===== src/rtl/fifo_pkg.sv =====
// Shared FIFO definitions: read-mode constants and pointer wrap helper.
package fifo_pkg;

    localparam int FIFO_STD  = 0;
    localparam int FIFO_FWFT = 1;

    // Explicit wrap so non-power-of-two depths work.
    function automatic int ptr_inc(input int ptr, input int depth);
        return (ptr == depth - 1) ? 0 : ptr + 1;
    endfunction

endpackage


===== src/rtl/sync_fifo_ram.sv =====
// FIFO storage: synchronous write, asynchronous read.
module sync_fifo_ram #(
    parameter int WIDTH = 8,
    parameter int DEPTH = 16,
    parameter int AW    = $clog2(DEPTH)
) (
    input  logic             clk,
    input  logic             we,
    input  logic [AW-1:0]    waddr,
    input  logic [WIDTH-1:0] wdata,
    input  logic [AW-1:0]    raddr,
    output logic [WIDTH-1:0] rdata
);

    logic [WIDTH-1:0] mem [DEPTH];

    always_ff @(posedge clk) begin
        if (we) mem[waddr] <= wdata;
    end

    assign rdata = mem[raddr];

endmodule


===== src/rtl/sync_fifo_prog.sv =====
// Single-clock FIFO, any depth, programmable thresholds,
// standard or first-word-fall-through read, sticky errors.
module sync_fifo_prog
    import fifo_pkg::*;
#(
    parameter int WIDTH = 8,
    parameter int DEPTH = 16,
    parameter int FWFT  = FIFO_STD,
    parameter int CNT_W = $clog2(DEPTH + 1)
) (
    input  logic             clk,
    input  logic             rst,
    input  logic             wr_en,
    input  logic [WIDTH-1:0] wr_data,
    input  logic             rd_en,
    output logic [WIDTH-1:0] rd_data,
    input  logic [CNT_W-1:0] af_thresh,
    input  logic [CNT_W-1:0] ae_thresh,
    input  logic             err_clr,
    output logic [CNT_W-1:0] count,
    output logic             full,
    output logic             empty,
    output logic             almost_full,
    output logic             almost_empty,
    output logic             overflow,
    output logic             underflow
);

    localparam int PTR_W = $clog2(DEPTH);
    localparam logic [CNT_W-1:0] DEPTH_C = CNT_W'(DEPTH);

    logic [PTR_W-1:0] wr_ptr;
    logic [PTR_W-1:0] rd_ptr;
    logic [CNT_W-1:0] cnt;
    logic [CNT_W-1:0] eff_af;
    logic [WIDTH-1:0] ram_rdata;
    logic             rd_acc;
    logic             wr_acc;

    assign rd_acc = rd_en & ~empty;
    assign wr_acc = wr_en & (~full | rd_acc);

    assign eff_af       = (af_thresh == '0) ? DEPTH_C : af_thresh;
    assign count        = cnt;
    assign empty        = (cnt == '0);
    assign full         = (cnt == DEPTH_C);
    assign almost_full  = (cnt >= eff_af);
    assign almost_empty = (cnt <= ae_thresh);

    always_ff @(posedge clk) begin
        if (rst) begin
            wr_ptr <= '0;
            rd_ptr <= '0;
            cnt    <= '0;
        end else begin
            if (wr_acc) wr_ptr <= PTR_W'(ptr_inc(int'(wr_ptr), DEPTH));
            if (rd_acc) rd_ptr <= PTR_W'(ptr_inc(int'(rd_ptr), DEPTH));
            unique case ({wr_acc, rd_acc})
                2'b10:   cnt <= cnt + CNT_W'(1);
                2'b01:   cnt <= cnt - CNT_W'(1);
                default: cnt <= cnt;
            endcase
        end
    end

    // A new error in the same cycle as err_clr must not be lost.
    always_ff @(posedge clk) begin
        if (rst) begin
            overflow  <= 1'b0;
            underflow <= 1'b0;
        end else begin
            if (wr_en & ~wr_acc) overflow <= 1'b1;
            else if (err_clr)    overflow <= 1'b0;
            if (rd_en & ~rd_acc) underflow <= 1'b1;
            else if (err_clr)    underflow <= 1'b0;
        end
    end

    sync_fifo_ram #(
        .WIDTH (WIDTH),
        .DEPTH (DEPTH)
    ) u_ram (
        .clk   (clk),
        .we    (wr_acc),
        .waddr (wr_ptr),
        .wdata (wr_data),
        .raddr (rd_ptr),
        .rdata (ram_rdata)
    );

    if (FWFT == FIFO_STD) begin : g_std
        logic [WIDTH-1:0] rd_q;
        always_ff @(posedge clk) begin
            if (rst)         rd_q <= '0;
            else if (rd_acc) rd_q <= ram_rdata;
        end
        assign rd_data = rd_q;
    end else begin : g_fwft
        assign rd_data = empty ? '0 : ram_rdata;
    end

endmodule


===== config.mk =====
export PLATFORM = sky130hd
export DESIGN_NAME = sync_fifo_prog
export DESIGN_NICKNAME = d
export VERILOG_FILES = /design/src/rtl/fifo_pkg.sv /design/src/rtl/sync_fifo_ram.sv /design/src/rtl/sync_fifo_prog.sv
export SDC_FILE = /design/constraint.sdc
export NUM_CORES = 1
export LEC_CHECK = 0
export CAP_MARGIN = 20
export CORE_MARGIN = 1
export CORE_UTILIZATION = 50
export DETAILED_ROUTE_END_ITERATION = 7
export GPL_TIMING_DRIVEN = 0
export PLACE_DENSITY = 0.75
export SLEW_MARGIN = 20
export SYNTH_ARGS = -nofsm -noshare
export SYNTH_HDL_FRONTEND = slang
export SYNTH_SLANG_ARGS = --single-unit

===== constraint.sdc =====
create_clock -name clk -period 3.3 [get_ports clk]
set_input_delay 0.33 -clock clk [delete_from_list [all_inputs] [get_ports clk]]
set_output_delay 0.33 -clock clk [all_outputs]
set_load 0.01 [all_outputs]

Word-level counts from Yosys, hierarchy flattened:

Memories as Yosys holds them, arrays and structs flattened. A register that Yosys moved wholly into a read port is not among the register bits.
Index checks and enable logic that the tools add are counted.

* order comparisons: 2
* multiplexer cells: 9
* equal/unequal tests: 5
* reductions and logical operators: 5
* add/subtract/negate cells: 4
* bitwise gates (word level): 9

Operator list (count)
* $logic_not A5 Y1: 2
* $pmux W5 S2: 1
* $add A4 B1 Y4 const B: 2
* $eq A4 B1 Y1 const B: 2
* $mux W4: 2
* $reduce_bool A2 Y1: 3
* $add A5 B1 Y5 const B: 1
* $eq A5 B5 Y1 const B: 1
* $ge A5 B5 Y1: 1
* $le A5 B5 Y1: 1
* $mux W1: 5
* $mux W5: 1
* $sub A5 B1 Y5 const B: 1
* $and A1 B1 Y1: 4
* $not A1 Y1: 4
* $eq A2 B1 Y1 const B: 1
* $eq A2 B2 Y1 const B: 1
* $or A1 B1 Y1: 1

* input port bits: 23
* bits in writable memories: 128
* memories kept: 1
* register bits after elaboration: 15
* word-level logic and storage cells: 40
* output and inout port bits: 19

Memories
* u_ram.mem: depth 16, width 8, rd ports 1, clocked after memory_dff 1, wr ports 1, RTL line sync_fifo_ram.sv:15 `logic [WIDTH-1:0] mem [DEPTH];`

Longest topological paths before layout:

* word-level depth: 8
* depth in mapped cells: 11
* mapped depth without buffers: 10

By module:

From an unflattened synthesis, not the netlist that was laid out.

* cell total of the unflattened synthesis: 394
* area, all modules: 6421.2 sq um

Modules (own cells, without submodules)
* sync_fifo_ram: area an instance 4987.3 sq um, times used 1, cells each 221
* sync_fifo_prog: area an instance 1433.9 sq um, times used 1, cells each 173

Worst setup path after synthesis:

Ideal clock, no wire load.

* path type: register to register
* start point: reg cnt[1] (netlist: count[1])
* end point: reg cnt[4] (netlist: count[4])
* period minus slack after synthesis: 2.691 ns
* path slack: 0.609 ns
* arrival: 2.621 ns
* data required time: 3.229 ns
* setup time: 0.071 ns
* stages on the path, launching flop included: 12
* cell sequence: dfxtp_1 -> or4_4 -> o21a_4 -> clkbuf_1 -> nand2_1 -> inv_1 -> ha_1 -> nand2b_1 -> a21oi_1 -> mux2i_1 -> or2_2 -> a21oi_1

* longest elaborated chain between the ends: 7
* elaborated cells on any way between the ends: 13
* those cells by class: add/sub: 2; eq/ne: 3; mux: 1; bitwise: 5; reduce/logical: 2

RTL lines
* start, declared: RTL line sync_fifo_prog.sv:34 `logic [CNT_W-1:0] cnt;`
* start signal, assigned: RTL line sync_fifo_prog.sv:59 `2'b10: cnt <= cnt + CNT_W'(1);`
* start signal, assigned: RTL line sync_fifo_prog.sv:60 `2'b01: cnt <= cnt - CNT_W'(1);`
* start signal, assigned: RTL line sync_fifo_prog.sv:61 `default: cnt <= cnt;`
* $logic_not A5 Y1: RTL line sync_fifo_prog.sv:45 `assign empty = (cnt == '0);`
* $not A1 Y1: RTL line sync_fifo_prog.sv:40 `assign rd_acc = rd_en & ~empty;`
* $and A1 B1 Y1: RTL line sync_fifo_prog.sv:40
* $or A1 B1 Y1: RTL line sync_fifo_prog.sv:41 `assign wr_acc = wr_en & (~full | rd_acc);`
* $and A1 B1 Y1: RTL line sync_fifo_prog.sv:41
* $eq A2 B1 Y1 or $eq A2 B2 Y1 (tied branches): RTL line sync_fifo_prog.sv:58 `unique case ({wr_acc, rd_acc})`
* $pmux W5 S2 or $reduce_bool A2 Y1 (tied branches)

Several ways; a longest one is shown, not always the timed one.
A chain may end at the register's enable or synchronous reset.

Worst setup path after layout:

Ends and elaborated chain as after synthesis.

==> insert_results.sql <==
INSERT INTO impl_metrics (metric_group, metric, value, unit) VALUES
('run_status', 'run_status', 'finished, final reports clean', ''),
('drt', 'num_vias', '3645', ''),
('synthesis', 'post_synth_instance_area', '6330', 'um2'),
('sta', 'clock-skew-final', '0.00841', 'ns'),
('floorplan', 'die-area', '13100', 'um2'),
('critical_path', 'setup.worst_path.end_class', 'flip-flop', ''),
('drt', 'detailedRoute.firstIterationViolations', '292', ''),
('power', 'vdd_drop_max', '0.608', 'mV'),
('critical_path', 'critPathKind', 'reg -> reg', ''),
('cells_and_area', 'fin_util', '62.3', '%'),
('placement', 'place.port_buffers', '41', ''),
('cts', 'ctsResizeCount', '0', ''),
('power', 'power.total', '0.00556', 'W'),
('synthesis', 'synth_compound_gate_area_share', '6.40', '%'),
('drt', 'route.detailed.drc', '0', ''),
('power', 'power_per_cell_area', '734', 'nW/um2'),
('floorplan', 'initial_core_util', '52.1', '%'),
('sta', 'transition_time_at_the_pin_with_the_least_slew_margin', '0.929', 'ns'),
('drt', 'wl_met1', '5.07', 'mm'),
('synthesis', 'synth.yosys.seq_area_share', '68.0', '%'),
('drt', 'wl_met2', '5.91', 'mm'),
('power', 'share_seq_of_total_power', '40.8', '%'),
('synthesis', 'synth_top_family_by_area', 'multiplexers', ''),
('critical_path', 'timing.critical_path.slowest_stage_cell', 'or4_4', ''),
('synthesis', 'synth.top_cells.by_area', 'edfxtp_1 (61%), mux4_2 (8.2%), dfxtp_1 (7.3%)', ''),
('cells_and_area', 'finish.net_count', '505', ''),
('synthesis', 'synth.ff_latch_count', '151', ''),
('sta', 'period_needed', '3.01', 'ns'),
('synthesis', 'yosys-mux-area-fraction', '12.0', '%'),
('floorplan', 'overall_die_height', '115', 'um'),
('cts', 'cts_hold_repair.buffers', '0', ''),
('cells_and_area', 'areaGrowthSynthToFinish', '19.6', '%'),
('placement', 'finalWeightedCongestion', '0.794', ''),
('sta', 'timing.slew.headroom', '37.8', '%'),
('synthesis', 'postSynth.asyncResetShare', '0', '%'),
('synthesis', 'synth_adder_area_share', '3.87', '%'),
('synthesis', 'post_synth_and_or_nand_nor_area_fraction', '6.52', '%'),
('critical_path', 'worst_ep_required_time', '3.64', 'ns'),
('floorplan', 'design.portCount', '42', ''),
('cts', 'insertion_delay', '0.42', 'ns'),
('drt', 'via_per_inst', '5.66', ''),
('critical_path', 'worst_path_max_stage_delay', '0.59', 'ns'),
('drt', 'top_signal_layer_used', 'met4', ''),
('cts', 'cts-root-buf', 'clkbuf_16', ''),
('global_routing', 'grt.total_usage', '20.9', '%'),
('synthesis', 'synthXorXnorAreaFrac', '0.691', '%'),
('sta', 'fmax', '0.333', 'GHz'),
('synthesis', 'synthFlopType', 'edfxtp_1', ''),
('global_routing', 'grt_max_degree', '17', ''),
('sta', 'final.hold.worst_slack', '0.492', 'ns'),
('sta', 'grt_setup_unrepaired', 'false', ''),
('synthesis', 'yosysWarningCount', '0', ''),
('global_routing', 'antenna_violations_before_repair', '0', ''),
('global_routing', 'first_global_vias', '3602', ''),
('cells_and_area', 'filler_cell_count', '884', ''),
('floorplan', 'std_cell_rows', '40', ''),
('drt', 'totalWireLength', '12.3', 'mm'),
('hold_path', 'hp-class', 'reg -> reg', ''),
('cts', 'tritoncts', 'built', ''),
('power', 'power.share.clock', '34.4', '%'),
('critical_path', 'timing.critical_path.fanout_max', '10', ''),
('global_routing', 'grt_pass1_wl', '19.2', 'mm'),
('floorplan', 'die_w', '115', 'um'),
('power', 'cellInternalPower', '0.00407', 'W'),
('global_routing', 'grt_overflow', '0', ''),
('synthesis', 'post-synth-top-area-cell', 'edfxtp_1', ''),
('cts', 'number_of_h_tree_branching_levels', '4', ''),
('power', 'leakage_power_figure', '2.53', 'nW'),
('cells_and_area', 'antenna-diode-count', '0', ''),
('power', 'power.share.combinational', '24.8', '%'),
('power', 'p_switching', '0.00149', 'W');
[layout make-up]
cell class                 instances  area, um2  area share [%]
sequential                       151       4300            56.8
buffer                            21        105            1.39
timing repair buffer              41        410            5.42
clock inverter                    11        154            2.03
multi-input combinational        216       1890            25.0
tap                              168        210            2.78
clock buffer                      21        440            5.82
inverter                          15       56.3           0.744
[registers in the layout, summed over array words and instances (netlist names)]
name	count
rd_data	8
overflow	1
u_ram.mem	128
rd_ptr	4
underflow	1
wr_ptr	4
count	5
[layer usage]
| metal | vias to the layer above | GRT usage [%] |
|---|---|---|
| met5 | - | 0 |
| met2 | 148 | 32.7 |
| met3 | 25 | 5.77 |
| met4 | 0 | 10.1 |
| met1 | 1781 | 27.0 |
| li1 | 1691 | - |
[placed cells by master (no fill, tap or decap), types with 8 or more instances in the layout]
master           count
a21oi_1             13
clkbuf_1            14
clkbuf_16           17
clkdlybuf4s50_1     41
dfxtp_1             23
edfxtp_1           128
ha_1                18
inv_1               15
mux2i_1             22
mux4_2              23
nand2_1             12
nor2_1              42
nor3_1              10
o22ai_1              8
[power groups by stage]
stage | Combinational (W) | Sequential [W] | Clock [W]
2_1_floorplan | 0.000894 | 0.00232 | 0
3_3_place_gp | 0.00136 | 0.00230 | 0
3_5_place_dp | 0.00139 | 0.00231 | 0
4_1_cts | 0.00140 | 0.00227 | 0.00195
5_1_grt | 0.00152 | 0.00228 | 0.00202
6_report | 0.00138 | 0.00227 | 0.00192
[worst register-to-register path: stages, from the launching register on]
cell      delay [ns]
dfxtp_1         0.38
or4_4           0.59
o21a_4          0.24
clkbuf_1        0.28
nand2_1         0.20
inv_1           0.10
ha_1            0.33
nand2b_1        0.08
a21oi_2         0.22
mux2i_1         0.10
or2_2           0.27
a21oi_1         0.12
[cell families (layout without fill, tap and decap cells)]
| family | Yosys count | count (layout) |
|---|---|---|
| AO/OA/AOI/OAI | 56 | 56 |
| XOR/XNOR | 5 | 5 |
| adder cells (fa/ha/maj) | 19 | 19 |
| buffers and inverters | 36 | 109 |
| flip-flops | 151 | 151 |
| multiplexers | 46 | 46 |
| AND/OR/NAND/NOR | 90 | 90 |
[worst paths after layout]
path                     end  startpoint  cells after the start  slack [ns]
setup reg to reg    count[4]    count[1]                     11        0.29
setup / recovery    count[4]    count[1]                     11        0.29
hold / removal    rd_data[0]  rd_data[0]                      2        0.49
hold reg to reg   rd_data[0]  rd_data[0]                      2        0.49
[per-stage QoR]
stage | instances | setup WS [ns] | area (um2)
after floorplan | 403 | 0.609 | 6330
after global placement | 612 | 0.0529 | 6950
after detailed placement | 612 | -0.0103 | 6970
after CTS | 644 | 0.174 | 7570
after global routing | 644 | 0.118 | 7570
final | 644 | 0.293 | 7570
Power figures use the tool's default switching activity.
